**src/rtl/sipo_pkg.sv**
```systemverilog
// sipo_pkg: shared types and helpers for the serial-in parallel-out deserializer.
//   sipo_state_t    - receive FSM states (PARITY used only with SIPO_PARITY_EN)
//   SIPO_WIDTH_DEF  - default data bits per frame
//   sipo_cnt_w()    - bit-counter width able to hold 0..WIDTH
package sipo_pkg;

    typedef enum logic [1:0] {
        IDLE   = 2'd0,
        SHIFT  = 2'd1,
        PARITY = 2'd2
    } sipo_state_t;

    localparam int SIPO_WIDTH_DEF = 4;

    function automatic int sipo_cnt_w(input int w);
        return $clog2(w + 1);
    endfunction

endpackage

```
**src/rtl/sipo_shift_reg.sv**
```systemverilog
// sipo_shift_reg: WIDTH-bit shift register with selectable direction.
//   clk, rst  - clock, synchronous active-high reset
//   clr       - start from zero (with en: the shifted-in bit becomes bit 0 of a new word)
//   en        - shift din in this cycle
//   din       - serial bit
//   q_next    - value the register holds after this edge
// MSB_FIRST=1 shifts left with din entering the LSB; MSB_FIRST=0 shifts
// right with din entering the MSB.
module sipo_shift_reg
    import sipo_pkg::*;
#(
    parameter int WIDTH     = SIPO_WIDTH_DEF,
    parameter bit MSB_FIRST = 1'b1
) (
    input  logic             clk,
    input  logic             rst,
    input  logic             clr,
    input  logic             en,
    input  logic             din,
    output logic [WIDTH-1:0] q_next
);

    logic [WIDTH-1:0] q;
    logic [WIDTH-1:0] base;

    always_comb begin
        base   = clr ? '0 : q;
        q_next = base;
        if (en) begin
            if (MSB_FIRST) q_next = {base[WIDTH-2:0], din};
            else           q_next = {din, base[WIDTH-1:1]};
        end
    end

    always_ff @(posedge clk) begin
        if (rst) q <= '0;
        else     q <= q_next;
    end

endmodule

```
**src/rtl/sipo_deserializer.sv**
```systemverilog
// sipo_deserializer: receive end of the serial link. Collects WIDTH framed
// serial bits into a word and offers it on a valid/ready output; the shift
// register keeps accepting the next frame while the output word waits.
//   clk, rst    - clock, synchronous active-high reset
//   sin_valid   - sin carries a bit this cycle
//   sin         - serial data bit
//   sin_start   - with sin_valid: this bit is bit 0 of a frame (aborts any partial frame)
//   dout        - assembled word, stable while dout_valid
//   dout_valid  - dout holds an unconsumed word
//   dout_ready  - consumer takes dout when dout_valid
//   overrun     - 1-cycle pulse: a completed word was dropped
//   parity_err  - parity flag registered alongside dout
// Build option SIPO_PARITY_EN: each frame carries a trailing even-parity
// bit; parity_err = ^{data,parity}. Without it parity_err is tied 0.
module sipo_deserializer
    import sipo_pkg::*;
#(
    parameter int WIDTH     = SIPO_WIDTH_DEF,
    parameter bit MSB_FIRST = 1'b1
) (
    input  logic             clk,
    input  logic             rst,
    input  logic             sin_valid,
    input  logic             sin,
    input  logic             sin_start,
    output logic [WIDTH-1:0] dout,
    output logic             dout_valid,
    input  logic             dout_ready,
    output logic             overrun,
    output logic             parity_err
);

    localparam int CW = sipo_cnt_w(WIDTH);

    sipo_state_t      state, state_nxt;
    logic [CW-1:0]    cnt, cnt_nxt;
    logic             sh_en, sh_clr, done;
    logic [WIDTH-1:0] word;

    sipo_shift_reg #(.WIDTH(WIDTH), .MSB_FIRST(MSB_FIRST)) u_shift (
        .clk    (clk),
        .rst    (rst),
        .clr    (sh_clr),
        .en     (sh_en),
        .din    (sin),
        .q_next (word)
    );

    always_ff @(posedge clk) begin
        if (rst) begin
            state <= IDLE;
            cnt   <= '0;
        end else begin
            state <= state_nxt;
            cnt   <= cnt_nxt;
        end
    end

    // A start bit wins in every state: it restarts the frame with itself
    // as bit 0, silently discarding whatever was partially received.
    always_comb begin
        state_nxt = state;
        cnt_nxt   = cnt;
        sh_en     = 1'b0;
        sh_clr    = 1'b0;
        done      = 1'b0;
        if (sin_valid && sin_start) begin
            state_nxt = SHIFT;
            cnt_nxt   = CW'(1);
            sh_en     = 1'b1;
            sh_clr    = 1'b1;
        end else if (sin_valid) begin
            case (state)
                IDLE: ;
                SHIFT: begin
                    sh_en   = 1'b1;
                    cnt_nxt = cnt + CW'(1);
                    if (cnt == CW'(WIDTH - 1)) begin
`ifdef SIPO_PARITY_EN
                        state_nxt = PARITY;
`else
                        state_nxt = IDLE;
                        cnt_nxt   = '0;
                        done      = 1'b1;
`endif
                    end
                end
                PARITY: begin
                    // Shift is idle here, so word still holds the data bits.
                    state_nxt = IDLE;
                    cnt_nxt   = '0;
`ifdef SIPO_PARITY_EN
                    done      = 1'b1;
`endif
                end
                default: begin
                    state_nxt = IDLE;
                    cnt_nxt   = '0;
                end
            endcase
        end
    end

`ifdef SIPO_PARITY_EN
    logic perr_q;
    assign parity_err = perr_q;
`else
    assign parity_err = 1'b0;
`endif

    // Output register: a completing word loads if the slot is empty or
    // being drained on this same edge; otherwise it is dropped.
    always_ff @(posedge clk) begin
        if (rst) begin
            dout       <= '0;
            dout_valid <= 1'b0;
            overrun    <= 1'b0;
`ifdef SIPO_PARITY_EN
            perr_q     <= 1'b0;
`endif
        end else begin
            overrun <= 1'b0;
            if (done) begin
                if (!dout_valid || dout_ready) begin
                    dout       <= word;
                    dout_valid <= 1'b1;
`ifdef SIPO_PARITY_EN
                    perr_q     <= ^{word, sin};
`endif
                end else begin
                    overrun <= 1'b1;
                end
            end else if (dout_valid && dout_ready) begin
                dout_valid <= 1'b0;
            end
        end
    end

endmodule
```
**config.mk**
```make
export PLATFORM = sky130hd
export DESIGN_NAME = sipo_deserializer
export DESIGN_NICKNAME = d
export VERILOG_FILES = /design/src/rtl/sipo_pkg.sv /design/src/rtl/sipo_shift_reg.sv /design/src/rtl/sipo_deserializer.sv
export SDC_FILE = /design/constraint.sdc
export NUM_CORES = 1
export LEC_CHECK = 0
export CAP_MARGIN = 20
export CORE_AREA = 2 2 39 41
export DETAILED_ROUTE_END_ITERATION = 10
export DIE_AREA = 0 0 41 43
export PLACE_DENSITY = 0.78
export SYNTH_ARGS = -nofsm -noshare
export SYNTH_HDL_FRONTEND = slang
export SYNTH_SLANG_ARGS = --single-unit
```
**constraint.sdc**
```tcl
create_clock -name clk -period 2 [get_ports clk]
set_input_delay 0.2 -clock clk [delete_from_list [all_inputs] [get_ports clk]]
set_output_delay 0.2 -clock clk [all_outputs]
set_load 0.1 [all_outputs]
```
* After elaboration in Yosys (flattened, before gate mapping)
Cells that the tools add are included.
** Operators by class
- Order comparisons :: 0
- Equal/unequal tests :: 6
- Div/mod/pow operators :: 0
- $mul :: 0
- $add $sub $neg :: 1
- Mux-type cells :: 22
- Bitwise operators :: 2
- Reduce and logical (&&, ||, !) cells :: 15
- Shift-type cells :: 0
** Operator list (count)
- 1-bit 2-to-1 mux :: 16
- 4-bit 2-to-1 mux :: 2
- 2-bit AND reduction :: 4
- 3-bit one-hot mux with 2 select lines :: 1
- 3-bit AND reduction :: 2
- 2-bit != test (second input constant) :: 2
- 2-bit one-hot mux with 2 select lines :: 1
- 2-bit nonzero test :: 2
- 2-bit OR reduction :: 2
- 3-bit by 1-bit adder with 3-bit output (second input constant) :: 1
- 3-bit by 2-bit equality test with 1-bit output (second input constant) :: 1
- 3-bit 2-to-1 mux :: 1
- 3-bit != test (second input constant) :: 1
- 2-bit by 1-bit equality test with 1-bit output (second input constant) :: 1
- 1-bit logical AND :: 2
- 2-bit zero test :: 1
- 2-bit 2-to-1 mux :: 1
- 2-bit by 1-bit != test with 1-bit output (second input constant) :: 1
- 1-bit NOT :: 2
- 1-bit zero test :: 1
- 1-bit logical OR :: 1
** Storage, ports and cells
- Memory bits (writable) :: 0
- ROM bits :: 0
- Input bits :: 6
- Latch bits :: 0
- Output and inout port bits :: 7
- Memories :: 0
- Register bits :: 15
- Word-level logic and storage cells :: 54

* Longest topological paths before layout
Gate-level depths: netlist of run 1.
- Word-level depth :: 7
- Gate-level depth with buffers :: 5
- Gate-level depth less buffers :: 5

* Modules after synthesis
From an unflattened synthesis of run 1, not the netlist that was laid out.
** Unflattened totals
- Cells, all modules :: 68
- Area, all modules :: 653.1 um^2
** Modules (own cells, without submodules)
- sipo_deserializer :: times used 1, area each 486.7 um^2, cells an instance 50, seq. area each 200.2 um^2
- sipo_shift_reg :: times used 1, area each 166.4 um^2, cells an instance 18, seq. area each 80.1 um^2

* Worst setup path before layout of run 1
No wires, ideal clock.
- Path kind :: register to register
- Start :: reg dout_valid
- End :: reg dout[0]
- Library setup time :: 0.086 ns
- Slack :: 0.389 ns
- Buffers on the path :: 0
- Required time :: 1.914 ns
- Period minus slack after synthesis :: 1.611 ns
- Arrival :: 1.525 ns
- Cell stages (with the launch flop) :: 4
- Path through :: dfxtp_1 -> nand2b_1 -> nor3b_4 -> a211oi_1
** On the way
- Word-level cells in the longest chain between the ends :: 3
** RTL lines
- start: declaration :: RTL line sipo_deserializer.sv:27 : output logic dout_valid,
- start signal: assignment :: RTL line sipo_deserializer.sv:116 : dout_valid <= 1'b0;
- start signal: assignment :: RTL line sipo_deserializer.sv:126 : dout_valid <= 1'b1;
- start signal: assignment :: RTL line sipo_deserializer.sv:134 : dout_valid <= 1'b0;
- 1-bit zero test :: RTL line sipo_deserializer.sv:124 : if (!dout_valid || dout_ready) begin
- 1-bit logical OR :: RTL line sipo_deserializer.sv:124
- 2-bit AND reduction (no line)
- end signal: assignment :: RTL line sipo_deserializer.sv:125 : dout <= word;
- end: declaration :: RTL line sipo_deserializer.sv:26 : output logic [WIDTH-1:0] dout,
No other way between the ends.
A chain may end at the register's enable or synchronous reset.

* Final worst setup path of run 1
- Start :: reg cnt[0]
- End :: reg dout[1]
** On the way
- Word-level cells in the longest chain between the ends :: 6
** RTL lines
- start: declaration :: RTL line sipo_deserializer.sv:36 : logic [CW-1:0] cnt, cnt_nxt;
- start signal: assignment :: RTL line sipo_deserializer.sv:55 : cnt <= cnt_nxt;
- 3-bit by 2-bit equality test with 1-bit output :: RTL line sipo_deserializer.sv:78 : if (cnt == CW'(WIDTH - 1)) begin
- 1-bit 2-to-1 mux :: RTL line sipo_deserializer.sv:78
- 1-bit 2-to-1 mux :: RTL line sipo_deserializer.sv:73 : case (state)
- 1-bit 2-to-1 mux :: RTL line sipo_deserializer.sv:72 : end else if (sin_valid) begin
- 1-bit 2-to-1 mux :: RTL line sipo_deserializer.sv:67 : if (sin_valid && sin_start) begin
- 2-bit AND reduction (no line)
No other way between the ends.

==> reports/summary.txt, run 1 <==
Final Critical Period -> 1.463 ns
crit path max fanout -> 8
WL final -> 926 um
Routed wire per std cell -> 11.02 um
met3 routed WL -> 70 um
post-synth top area share -> 50.45%
Num Clock Sinks -> 14
vias per std cell -> 5.167
RSZ-0062 raised after global routing -> no
Cell variety after synth -> 22
max-cap violations -> 0
drt first pass iters -> 4
number of global-route vias before repair -> 355
DRC errors left -> 0
pin count of the biggest net entering global routing -> 15
CTS Buffer Depth -> 2
postcts setup bufs -> 0
highest routed layer -> met3
crit share post-route -> 73.14%
core area -> 0.001384 sq mm
RD Place Congestion -> 0.7444
post-route setup TNS -> 0 ns
status -> completed
Initial Util -> 40.14%
CP required -> 2.18 ns
Core Rows -> 14
WHS -> 0.4713 ns
H-tree levels -> 1
die width -> 41 um
Yosys top cell by area -> dfxtp_1
DIE HEIGHT -> 43 um
DP Area -> 654.4 sq um
insertion delay to the later sink of the worst-skew pair -> 0.27 ns
Hold Crit Class -> reg -> reg
Filler cells -> 130
cts hold-fix bufs -> 0
crit path launch type -> flop
post-cts repair resize count -> 0
Area growth syn-to-layout -> 21.85%
number of DRC markers in iteration 0 -> 3
Cells after Synth -> 57
I/O Pins -> 13
gr ovfl total -> 0
CTS buffer count -> 3
global-route wire length before repair -> 1359 um
peak supply drop -> 0.3039 mV
reg2reg end -> dout[1]
commonest non-fill, non-tap cell in the layout -> dfxtp_1
synth top area cells -> dfxtp_1 50%, nor2_1 7.4%, a211oi_1 5.4%
WP data arrival -> 1.64 ns
Fmax -> 683.6 MHz
FF-to-FF setup slack -> 0.54 ns
commonest cells after routing, fill and taps aside -> 14 x dfxtp_1, 11 x nor2_1, 6 x buf_4
Final setup viols -> 0
Crit Path Class -> reg -> reg
port bufs -> 11
Syn Area/Cell -> 9.746 sq um
Critical Path End Type -> flop
Inserted Diodes -> 0
Max Slew Vio Count -> 0
Via Count -> 434
sequential area share after synthesis -> 50.45%
Reg2Reg Launch Point -> cnt[0]
Syn. warnings -> 0
hpwl dp -> 689.3 um
layout cells sized above 1 -> 19.12%
Total Routing Usage GR -> 11.73%
post-route cell area -> 676.9 sq um
Power Density -> 699.1 mW/mm^2
net count after synthesis -> 64
met2 wire len -> 422 um
Leakage -> 0.2747 nW
Final ANT Viol Nets -> 0
HP Start -> cnt[2]
Hold Path Sink -> cnt[2]
Reg2Reg Depth -> 5
Die Area -> 0.001763 sq mm
DRT met1 WL -> 433 um
CTS tree -> built
Final Util -> 48.92%
Final nets -> 77
CTS clk-pin slew, worst paths -> 0.07 ns
initial antenna violation count -> 0
clk_skew -> 0.002437 ns
clk root buf -> clkbuf_4
Cells on Worst Hold Path -> 2
Netlist Area Pre-Place -> 555.5 sq um
Seq cells post-synth -> 14
Hold Vio Cnt, Final -> 0
## worst max-delay path by stage
stage / startpoint / to / slack, ns / cells past startpoint
floorplan: dout_valid / dout[0] / 0.39 / 3
global placement: sin_valid / dout[1] / 0.31 / 5
detailed placement: sin_valid / dout[1] / 0.30 / 5
CTS: cnt[0] / dout[0] / 0.51 / 5
global route: cnt[0] / dout[1] / 0.35 / 5
finish: cnt[0] / dout[1] / 0.54 / 5
## synthesized netlist by cell type
master,number
nand4b_4,1
buf_4,1
nor3b_1,1
o21ai_1,1
nand2_1,2
or2_2,1
clkbuf_1,1
dfxtp_1,14
a211oi_1,4
nand2b_1,2
nor2_1,11
nor2b_1,1
a21o_2,1
a22oi_1,4
ha_1,1
o21ai_0,1
mux2i_1,1
a21oi_1,4
conb_1,1
nor3b_4,1
nor3_1,2
buf_2,1
## flip-flops by register name, indices dropped and copies added (netlist names)
name,cells
cnt,3
dout,4
dout_valid,1
overrun,1
state,1
u_shift.q,4
## power breakdown
group / internal [mW] / leakage [nW] / switching [mW]
logic: 0.0159 / 0.148 / 0.0242
clock network: 0.0696 / 0.0138 / 0.0761
registers: 0.283 / 0.113 / 0.00447
total: 0.368 / 0.275 / 0.105
## worst max-delay path: stages, from the launching register on
cell	delay (ns)
dfxtp_1	0.35
ha_1	0.24
nand4b_4	0.14
nor3b_4	0.36
nor2_1	0.07
a211oi_1	0.22
## metrics by stage
stage	std cells	power, mW	setup WS (ns)
floorplan	57	0.3208	0.3890
global placement	81	0.3336	0.3069
detailed placement	81	0.3338	0.2957
CTS	84	0.4826	0.5073
global route	84	0.4992	0.3466
finish	84	0.4732	0.5371
## layout make-up
class	instances	area (sq um)	area share [%]
Timing Repair Buffer	11	95.09	14.05
Sequential cell	14	280.3	41.40
Tap cell	16	20.02	2.957
Clock buffer	3	22.52	3.327
Multi-Input combinational cell	40	259.0	38.26
## kinds of logic after synthesis
logic type | count (synthesis) | share of synthesized area, %
flip-flops | 14 | 50.45
AND/OR/NAND/NOR | 22 | 24.10
AO/OA/AOI/OAI | 15 | 17.79
other | 1 | 0.6750
adder cells (fa/ha/maj) | 1 | 2.252
multiplexers | 1 | 1.802
buffers and inverters | 3 | 2.927
## per-layer routing
layer / up-vias / GRT usage (%)
met4: 0 / 8.000
met2: 15 / 16.88
met1: 192 / 13.49
met5: - / 0
li1: 227 / -
met3: 0 / 4.712
Note: power is estimated with default switching activity, not from simulation.
==> inputs of run 2 (changes only) <==
==> constraint.sdc (replaced) <==
create_clock -name clk -period 1.5 [get_ports clk]
set_input_delay 0.15 -clock clk [delete_from_list [all_inputs] [get_ports clk]]
set_output_delay 0.15 -clock clk [all_outputs]
set_load 0.1 [all_outputs]
==> reports/summary.txt, run 2 (same netlist as run 1, synthesis figures left out) <==
status -> completed
I/O Pins -> 13 (unchanged)
Power Density -> 804.6 mW/mm^2 (+15%)
Final nets -> 83 (+7.8%)
drt first pass iters -> 4 (unchanged)
global-route met1 utilization -> 15.69% (+2.2 points)
die width -> 41 um (unchanged)
post-cts repair resize count -> 0 (unchanged)
CTS Buffer Depth -> 2 (unchanged)
Critical Path End Type -> flop
global-route wire length before repair -> 1607 um (+18%)
layout cells sized above 1 -> 31.08% (+12 points)
clk root buf -> clkbuf_4
Routed wire per std cell -> 11.19 um (+1.5%)
Hold Vio Cnt, Final -> 0 (unchanged)
reg2reg end -> dout[0]
cts hold-fix bufs -> 0 (unchanged)
fin cells -> 90 (+7.1%)
Hold Crit Class -> reg -> reg
Final Critical Period -> 1.333 ns (-0.1296 ns)
Max Slew Vio Count -> 0 (unchanged)
Final Util -> 58.77% (+9.9 points)
DP Area -> 775.7 sq um (+19%)
crit path max fanout -> 6 (-2)
CTS clk-pin slew, worst paths -> 0.08 ns (about the same)
Reg2Reg Launch Point -> cnt[0]
Via Count -> 446 (+2.8%)
GRT busiest layer -> met2
postcts setup bufs -> 0 (unchanged)
Top Registers -> dout x4, u_shift.q x4, cnt x3
CTS tree -> built
initial antenna violation count -> 0 (unchanged)
Placed Instances -> 87 (+7.4%)
grt met2 use -> 20.31% (+3.4 points)
hpwl dp -> 784.9 um (+14%)
gr ovfl total -> 0 (unchanged)
Die Area -> 0.001763 sq mm (unchanged)
Fmax -> 750.0 MHz (+9.7%)
H-tree levels -> 1 (unchanged)
clk_skew -> 0.006942 ns (+0.004505 ns)
Crit Path Class -> reg -> reg
Area growth syn-to-layout -> 46.40%
WL final -> 1007 um (+8.7%)
commonest cells after routing, fill and taps aside -> 11 x nor2_1, 11 x dfxtp_1, 6 x buf_12, 6 x buf_4, 5 x clkdlybuf4s50_1
pre-CTS setup slack -> -0.02412 ns (-0.3198 ns)
GR Util met3 -> 3.141% (-1.6 points)
peak supply drop -> 0.3964 mV (+30%)
vias per std cell -> 4.956 (-4.1%)
Leakage -> 0.3189 nW (+16%)
Total Routing Usage GR -> 14.13% (+2.4 points)
Final Power -> 0.6543 mW (+38%)
insertion delay to the later sink of the worst-skew pair -> 0.28 ns (about the same)
Cells on Worst Hold Path -> 2 (unchanged)
crit path launch type -> flop
post-route setup TNS -> 0 ns (unchanged)
WP data arrival -> 1.53 ns (-0.11 ns)
pin count of the biggest net entering global routing -> 15 (unchanged)
max-cap violations -> 0 (unchanged)
number of DRC markers in iteration 0 -> 4 (+1)
Initial Util -> 40.14% (unchanged)
RD Place Congestion -> 0.8176 (+9.8%)
post-route cell area -> 813.3 sq um (+20%)
number of global-route vias before repair -> 416 (+17%)
Reg2Reg Depth -> 5 (unchanged)
CTS buffer count -> 3 (unchanged)
CP required -> 1.69 ns (-0.49 ns)
DIE HEIGHT -> 43 um (unchanged)
Final setup viols -> 0 (unchanged)
HP Start -> cnt[2]
port bufs -> 11 (unchanged)
crit share post-route -> 88.88% (+16 points)
Inserted Diodes -> 0 (unchanged)
Num Clock Sinks -> 14 (unchanged)
RSZ-0062 raised after global routing -> no
Final ANT Viol Nets -> 0 (unchanged)
core area -> 0.001384 sq mm (unchanged)
final worst setup slack -> 0.1667 ns (-0.3704 ns)
WHS -> 0.4796 ns (+0.008246 ns)
Core Rows -> 14 (unchanged)
FF-to-FF setup slack -> 0.17 ns (-0.37 ns)
Hold Path Sink -> cnt[2]
DRC errors left -> 0 (unchanged)
run 2: changes by cell type in the layout (fill, tap and decap cells not counted), sizes merged:
cell,change
buf,+6
run 2: final cells by class:
type / count / area [sq um]
Fill cell: 126 / 570.5
Sequential cell: 14 / 284.0
Multi-Input combinational cell: 40 / 271.5
Timing Repair Buffer: 17 / 215.2
Clock buffer: 3 / 22.52
Tap cell: 16 / 20.02
run 2: worst max-delay path by stage:
| stage | start | to | slack, ns |
|---|---|---|---|
| final | cnt[0] | dout[0] | 0.17 |
| after global routing | cnt[0] | dout[0] | 0.02 |
| after CTS | cnt[0] | dout[1] | 0.08 |
| after detailed placement | sin_valid | dout[0] | -0.02 |
| after global placement | sin_valid | overrun | -0.01 |
| after floorplan | cnt[0] | dout[0] | 0.17 |
run 2: report_power, final:
group          internal (mW)  leakage (nW)  switching (mW)  total, mW
registers              0.378         0.115         0.00741      0.385
clock network         0.0932        0.0138           0.113      0.207
logic                 0.0286         0.190          0.0340     0.0626
run 2: worst max-delay path, cell delays in order (launching register included):
cell and delay (ns):
dfxtp_2 0.36, ha_4 0.16, nand4b_4 0.13, nor3b_4 0.32
nor2_1 0.07, a211oi_1 0.21
run 2: routing by layer:
| layer | part of all wire [%] | vias to the layer above |
|---|---|---|
| li1 | - | 231 |
| met1 | 47 | 197 |
| met2 | 44 | 13 |
| met3 | 4.1 | 5 |
| met4 | 4.7 | 0 |
| met5 | 0 | - |
